===== src/rtl/kbd_event_sched.sv =====
`default_nettype none
// ----------------------------------------------------------------------------
// kbd_event_sched: held-key tracking, auto-repeat timers and a merged event FIFO
// Revision 1.0
// ----------------------------------------------------------------------------
module kbd_event_sched #(
  parameter int                    NKEYS         = 4,
  parameter logic [0:NKEYS-1][8:0] KEY_CODES     = {9'h175, 9'h172, 9'h16B, 9'h174},
  parameter int                    REPEAT_DELAY  = 25000000,
  parameter int                    REPEAT_PERIOD = 5000000,
  parameter int                    FIFO_DEPTH    = 4
) (
  input  logic             clk,
  input  logic             resetN,
  input  logic [8:0]       key_Pressed,
  input  logic             make,
  input  logic             brakk,
  input  logic             evt_ready,
  output logic             evt_valid,
  output logic [8:0]       evt_code,
  output logic [1:0]       evt_type,
  output logic [NKEYS-1:0] held,
  output logic             overflow,
  input  logic             ovf_clr
);

  localparam int TMAX = (REPEAT_DELAY > REPEAT_PERIOD) ? REPEAT_DELAY : REPEAT_PERIOD;
  localparam int TW   = $clog2(TMAX);
  localparam int KW   = (NKEYS > 1) ? $clog2(NKEYS) : 1;
  localparam int AW   = (FIFO_DEPTH > 1) ? $clog2(FIFO_DEPTH) : 1;
  localparam int CW   = $clog2(FIFO_DEPTH + 1);

  localparam logic [TW-1:0] C_DELAY     = TW'(REPEAT_DELAY - 1);
  localparam logic [TW-1:0] C_PERIOD    = TW'(REPEAT_PERIOD - 1);
  localparam logic [CW-1:0] C_FULL      = CW'(FIFO_DEPTH);
  localparam logic [AW-1:0] C_LAST_SLOT = AW'(FIFO_DEPTH - 1);
  localparam logic [1:0]    C_T_MAKE    = 2'b01;
  localparam logic [1:0]    C_T_BREAK   = 2'b10;
  localparam logic [1:0]    C_T_REP     = 2'b11;

  logic [NKEYS-1:0] r_held;
  logic [NKEYS-1:0] r_pending;
  logic [TW-1:0]    r_timer [NKEYS];
  logic [KW-1:0]    r_last_grant;
  logic [10:0]      r_mem [FIFO_DEPTH];
  logic [AW-1:0]    r_wr_ptr;
  logic [AW-1:0]    r_rd_ptr;
  logic [CW-1:0]    r_count;
  logic [10:0]      r_last_out;
  logic             r_overflow;

  logic [NKEYS-1:0] w_hit;
  logic [NKEYS-1:0] w_mk;
  logic [NKEYS-1:0] w_brk;
  logic [NKEYS-1:0] w_grant;
  logic             w_strobe;
  logic             w_pop;
  logic             w_can_push;
  logic             w_push;
  logic             w_drop;
  logic             w_hi_any;
  logic             w_lo_any;
  logic [KW-1:0]    w_hi_idx;
  logic [KW-1:0]    w_lo_idx;
  logic [KW-1:0]    w_gidx;
  logic             w_gvalid;
  logic [10:0]      w_din;

  // brakk outranks make; make on a held key and break on a released key are no-ops
  for (genvar i = 0; i < NKEYS; i++) begin : g_key
    assign w_hit[i] = (key_Pressed == KEY_CODES[i]);
    assign w_brk[i] = brakk & w_hit[i] & r_held[i];
    assign w_mk[i]  = make & ~brakk & w_hit[i] & ~r_held[i];
  end

  assign w_strobe   = (|w_mk) | (|w_brk);
  assign evt_valid  = (r_count != '0);
  assign w_pop      = evt_valid & evt_ready;
  assign w_can_push = (r_count != C_FULL) | w_pop;

  // Round-robin: lowest pending index above the last grant, else lowest pending overall
  always_comb begin
    w_hi_any = 1'b0;
    w_lo_any = 1'b0;
    w_hi_idx = '0;
    w_lo_idx = '0;
    for (int i = NKEYS - 1; i >= 0; i--) begin
      if (r_pending[i]) begin
        w_lo_any = 1'b1;
        w_lo_idx = KW'(i);
        if (KW'(i) > r_last_grant) begin
          w_hi_any = 1'b1;
          w_hi_idx = KW'(i);
        end
      end
    end
  end

  assign w_gidx   = w_hi_any ? w_hi_idx : w_lo_idx;
  assign w_gvalid = (w_hi_any | w_lo_any) & ~w_strobe & w_can_push;

  always_comb begin
    w_grant = '0;
    for (int i = 0; i < NKEYS; i++) begin
      w_grant[i] = w_gvalid & (w_gidx == KW'(i));
    end
  end

  assign w_push = (w_strobe & w_can_push) | w_gvalid;
  assign w_drop = w_strobe & ~w_can_push;
  assign w_din  = w_strobe ? {key_Pressed, (brakk ? C_T_BREAK : C_T_MAKE)}
                           : {KEY_CODES[w_gidx], C_T_REP};

  always_ff @(posedge clk or negedge resetN) begin
    if (!resetN) begin
      r_held    <= '0;
      r_pending <= '0;
      for (int i = 0; i < NKEYS; i++) begin
        r_timer[i] <= '0;
      end
    end else begin
      for (int i = 0; i < NKEYS; i++) begin
        if (w_brk[i]) begin
          r_held[i]    <= 1'b0;
          r_pending[i] <= 1'b0;
          r_timer[i]   <= '0;
        end else if (w_mk[i]) begin
          r_held[i]  <= 1'b1;
          r_timer[i] <= C_DELAY;
        end else if (r_held[i]) begin
          // An expiry re-arms pending even if a grant clears it this same cycle
          if (r_timer[i] == '0) begin
            r_timer[i]   <= C_PERIOD;
            r_pending[i] <= 1'b1;
          end else begin
            r_timer[i] <= r_timer[i] - TW'(1);
            if (w_grant[i]) begin
              r_pending[i] <= 1'b0;
            end
          end
        end
      end
    end
  end

  always_ff @(posedge clk or negedge resetN) begin
    if (!resetN) begin
      for (int i = 0; i < FIFO_DEPTH; i++) begin
        r_mem[i] <= '0;
      end
      r_wr_ptr     <= '0;
      r_rd_ptr     <= '0;
      r_count      <= '0;
      r_last_out   <= '0;
      r_last_grant <= '0;
      r_overflow   <= 1'b0;
    end else begin
      if (w_push) begin
        r_mem[r_wr_ptr] <= w_din;
        r_wr_ptr        <= (r_wr_ptr == C_LAST_SLOT) ? '0 : r_wr_ptr + AW'(1);
      end
      if (w_pop) begin
        r_rd_ptr   <= (r_rd_ptr == C_LAST_SLOT) ? '0 : r_rd_ptr + AW'(1);
        r_last_out <= r_mem[r_rd_ptr];
      end
      r_count <= r_count + CW'(w_push) - CW'(w_pop);
      if (w_gvalid) begin
        r_last_grant <= w_gidx;
      end
      if (w_drop) begin
        r_overflow <= 1'b1;
      end else if (ovf_clr) begin
        r_overflow <= 1'b0;
      end
    end
  end

  // Once drained, the outputs keep showing the most recently consumed event
  assign {evt_code, evt_type} = evt_valid ? r_mem[r_rd_ptr] : r_last_out;
  assign held                 = r_held;
  assign overflow             = r_overflow;

endmodule
`default_nettype wire

===== config.mk =====
export PLATFORM = sky130hd
export DESIGN_NAME = kbd_event_sched
export DESIGN_NICKNAME = d
export VERILOG_FILES = /design/src/rtl/kbd_event_sched.sv
export SDC_FILE = /design/constraint.sdc
export NUM_CORES = 1
export LEC_CHECK = 0
export BUFFER_PORTS_ARGS = -buffer_cell sky130_fd_sc_hd__buf_4
export CAP_MARGIN = 25
export CORE_MARGIN = 2
export CORE_UTILIZATION = 55
export DETAILED_ROUTE_END_ITERATION = 12
export PLACE_DENSITY = 0.81
export SLEW_MARGIN = 20
export SYNTH_ARGS = -nofsm -noshare
export SYNTH_HDL_FRONTEND = slang
export SYNTH_SLANG_ARGS = --single-unit

===== constraint.sdc =====
create_clock -name clk -period 3 [get_ports clk]
set_input_delay 0 -clock clk [delete_from_list [all_inputs] [get_ports clk]]
set_output_delay 0 -clock clk [all_outputs]
set_load 0.05 [all_outputs]

==> results_dict.tcl <==
set metrics [dict create \
    run_status "completed" \
    rr_endpoint "r_timer[0]$_DFFE_PN0P_" \
    power_density_nw_per_um2 917 \
    ctsRootBufferMaster "clkbuf_16" \
    clockBufferDepth 2 \
    ant_nets 0 \
    start_util 0.565 \
    setup_ws_ns 0.233 \
    period_share 0.922 \
    worstMarginPinSlew_ns 1.01 \
    syn_area_um2 9400 \
    post-route-min-period_ns 2.77 \
    core_area_um2 16600 \
    rows 47 \
    slew_violations 0 \
    die_w_um 135 \
    worstSetupPathType "flip-flop to flip-flop" \
    overflow 0 \
    holdPathEnd "r_mem[1]$_DFFE_PN0P_" \
    tns_ns 0 \
    reg2regPathDepth 8 \
    wl_mm 22.6 \
    synth_area_leader_cell "dfrtp_1" \
    drc 0 \
    synthDominantCellAreaShare 0.460 \
    critPathTopFamily "simple AND/OR/NAND/NOR gates" \
    grt_usage 0.260 \
    via_count 8005 \
    r2r_setup_slack_ns 0.23 \
    avgSynthCellArea_um2 9.54 \
    cts_tree "yes" \
    path_cells "inv_1, ha_1, or4b_4, or3_4, or3_4, o21ai_1, o21ai_0, o21ai_0" \
    slowest_stage "or4b_4" \
    nFillCells 1290 \
    die_area_um2 18200 \
    ys.flop_type "dfrtp_1" \
    drive_gt1_frac 0.164 \
    skew_ns 0.0117 \
    yosys-top-cells-area "dfrtp_1 (46%), o21ai_0 (5.2%), nand2_1 (3.4%)" \
    rsz0062_at_grt "false" \
    htree_levels 4 \
    die_y_um 135 \
    path_max_fanout 10 \
    syn_to_final_growth_pct 12.5 \
    timing.fmax_mhz 361 \
    grt_pass1_wl_mm 38.0 \
    hpwl_mm 15.1 \
    finalSetupViolCount 0 \
    synth_edf_count 0 \
    regArea_um2 4330 \
    netlist_instances 986 \
    diodes 0 \
    grt_pass1_vias 7708 \
    cts_inserted_buffers 17 \
    clkLatencyLatePin_ns 0.44 \
    arrival_ns 3.12 \
    cts_sinks 173 \
    synth_warnings 0 \
    critPathBufInv 1 \
    async_flop_share 1.00 \
    relSlewSlack 0.328 \
    portBuffers 31 \
    detail_route.iter0.violations 637 \
    crit_path_max_incr_delay_ns 0.51 \
    r2r_start "r_timer[0]$_DFFE_PN0P_" \
    yosysSeqAreaShare 0.460 \
    startpoint_type "flip-flop" \
    fin_nets 1061 \
    power.leakage_nw 4.64 \
    grt_max_degree 91 \
    multiInputGateArea_um2 4740 \
    cap_violations 0 \
    boundaryPins 32 \
    path_clk_slew_ns 0.07 \
    gp_congestion 0.889 \
    drt_pass1_iterations 5 \
    antenna_found_initial 0 \
    synth_cell_types 80 \
    whs_path_depth 3 \
    cp-end-kind "flip-flop" \
    post_cts_buffers 0 \
    preCtsSetupSlack_ns 0.124 \
    post_drt_wl_per_cell_um 17.9 \
    critPathRequiredTime_ns 3.35 \
    ys_seq_elements 173 \
    viasPerCell 6.34 \
    synthesis.nets 1017 \
    min_path_type "input port to flip-flop" \
    hold_violations 0 \
    ir_drop_mv 0.566 \
    hp-start "brakk" \
]
worst reg2reg max path, stage by stage (launching register included):
cell and delay [ns]:
dfrtp_1 0.39, inv_1 0.10, ha_1 0.20, or4b_4 0.51, or3_4 0.36, or3_4 0.44, o21ai_1 0.43, o21ai_0 0.16
o21ai_0 0.10
Yosys cell counts, types with 15 or more instances:
| master | count |
|---|---|
| nor4_1 | 30 |
| or3_1 | 19 |
| or2_2 | 19 |
| a21o_1 | 19 |
| a21oi_1 | 56 |
| inv_1 | 43 |
| nand3_1 | 16 |
| clkbuf_1 | 35 |
| a2bb2oi_1 | 18 |
| mux2_2 | 26 |
| nand2_1 | 84 |
| o21ai_0 | 97 |
| dfrtp_1 | 173 |
| a31oi_1 | 22 |
| ha_1 | 15 |
| nor3_1 | 43 |
| nor2_1 | 65 |
layer usage:
| metal | track usage | vias up | routed length (um) |
|---|---|---|---|
| li1 | - | 3758 | - |
| met1 | 0.355 | 3958 | 10200 |
| met2 | 0.420 | 249 | 10900 |
| met3 | 0.0548 | 40 | 1060 |
| met4 | 0.0795 | 0 | 426 |
| met5 | 0 | - | 0 |
how the worst max path moves through the flow:
stage               cells after the start              startpoint                       to  slack, ns
global placement                        8  r_timer[0]$_DFFE_PN0P_  r_timer[20]$_DFFE_PN0P_       0.22
finish                                  8  r_timer[0]$_DFFE_PN0P_   r_timer[0]$_DFFE_PN0P_       0.23
floorplan                              14     held[0]$_DFFE_PN0P_     r_count[2]$_DFF_PN0_      0.002
CTS                                     8  r_timer[0]$_DFFE_PN0P_  r_timer[12]$_DFFE_PN0P_       0.11
detailed placement                      8  r_timer[0]$_DFFE_PN0P_  r_timer[12]$_DFFE_PN0P_       0.12
global route                            8  r_timer[0]$_DFFE_PN0P_   r_timer[0]$_DFFE_PN0P_       0.09
logic make-up (layout without fill, tap and decap cells):
logic type,count (synthesis),after routing,synth area share
AO/OA/AOI/OAI,309,309,0.213
XOR/XNOR,7,7,0.00652
adder cells (fa/ha/maj),16,16,0.0221
buffers and inverters,88,144,0.0365
flip-flops,173,173,0.460
multiplexers,43,43,0.0639
AND/OR/NAND/NOR,350,350,0.198
state kept, by name, summed over array words and instances (netlist names):
name and flops:
r_mem 44, r_last_grant 2, held 4, overflow 1
r_last_out 11, r_wr_ptr 2, r_pending 4, r_count 3
r_rd_ptr 2, r_timer 100
area by class of cell:
cell class | instances | area share
sequential | 173 | 0.409
timing repair buffer | 67 | 0.0496
clock buffer | 20 | 0.0422
inverter | 46 | 0.0163
tap | 220 | 0.0260
clock inverter | 11 | 0.00804
multi-input combinational | 725 | 0.448
metrics by stage:
step / power [mW] / instance area, um^2 / util / instances / hold WS, ns
2_1_floorplan: 6.50 / 9420 / - / 986 / -0.296
3_3_place_gp: 7.44 / 10000 / 0.602 / 1229 / 0.131
3_5_place_dp: 7.57 / 10000 / 0.602 / 1229 / 0.129
4_1_cts: 9.67 / 10600 / 0.635 / 1262 / 0.0414
5_1_grt: 10.4 / 10600 / 0.636 / 1262 / 0.0761
6_report: 9.70 / 10600 / 0.636 / 1262 / 0.0597
power by group:
group / internal [mW] / leakage, nW / switching [mW] / total [mW]
sequential: 2.96 / 2.14 / 0.692 / 3.66
combinational: 1.71 / 2.25 / 2.29 / 3.99
clock: 1.09 / 0.254 / 0.969 / 2.05
repair_timing:
item | CTS | global route
gates resized for setup | 0 | 2
endpoints found under the hold margin | 88 | 0
hold buffers | 2 | 0
endpoints found under the setup margin | 0 | 4
layout by cell type, fill, tap and decap left out, types with 19 or more instances in the layout:
master / netlist / routed
or2_2: 19 / 19
inv_1: 43 / 43
nor3_1: 43 / 43
nor2_1: 65 / 65
o21ai_0: 97 / 96
buf_4: 1 / 63
a21o_1: 19 / 19
nand2_1: 84 / 84
nor4_1: 30 / 30
mux2_2: 26 / 26
a21oi_1: 56 / 56
dfrtp_1: 173 / 171
a31oi_1: 22 / 22
No activity file was read; power rests on OpenSTA's default activity.
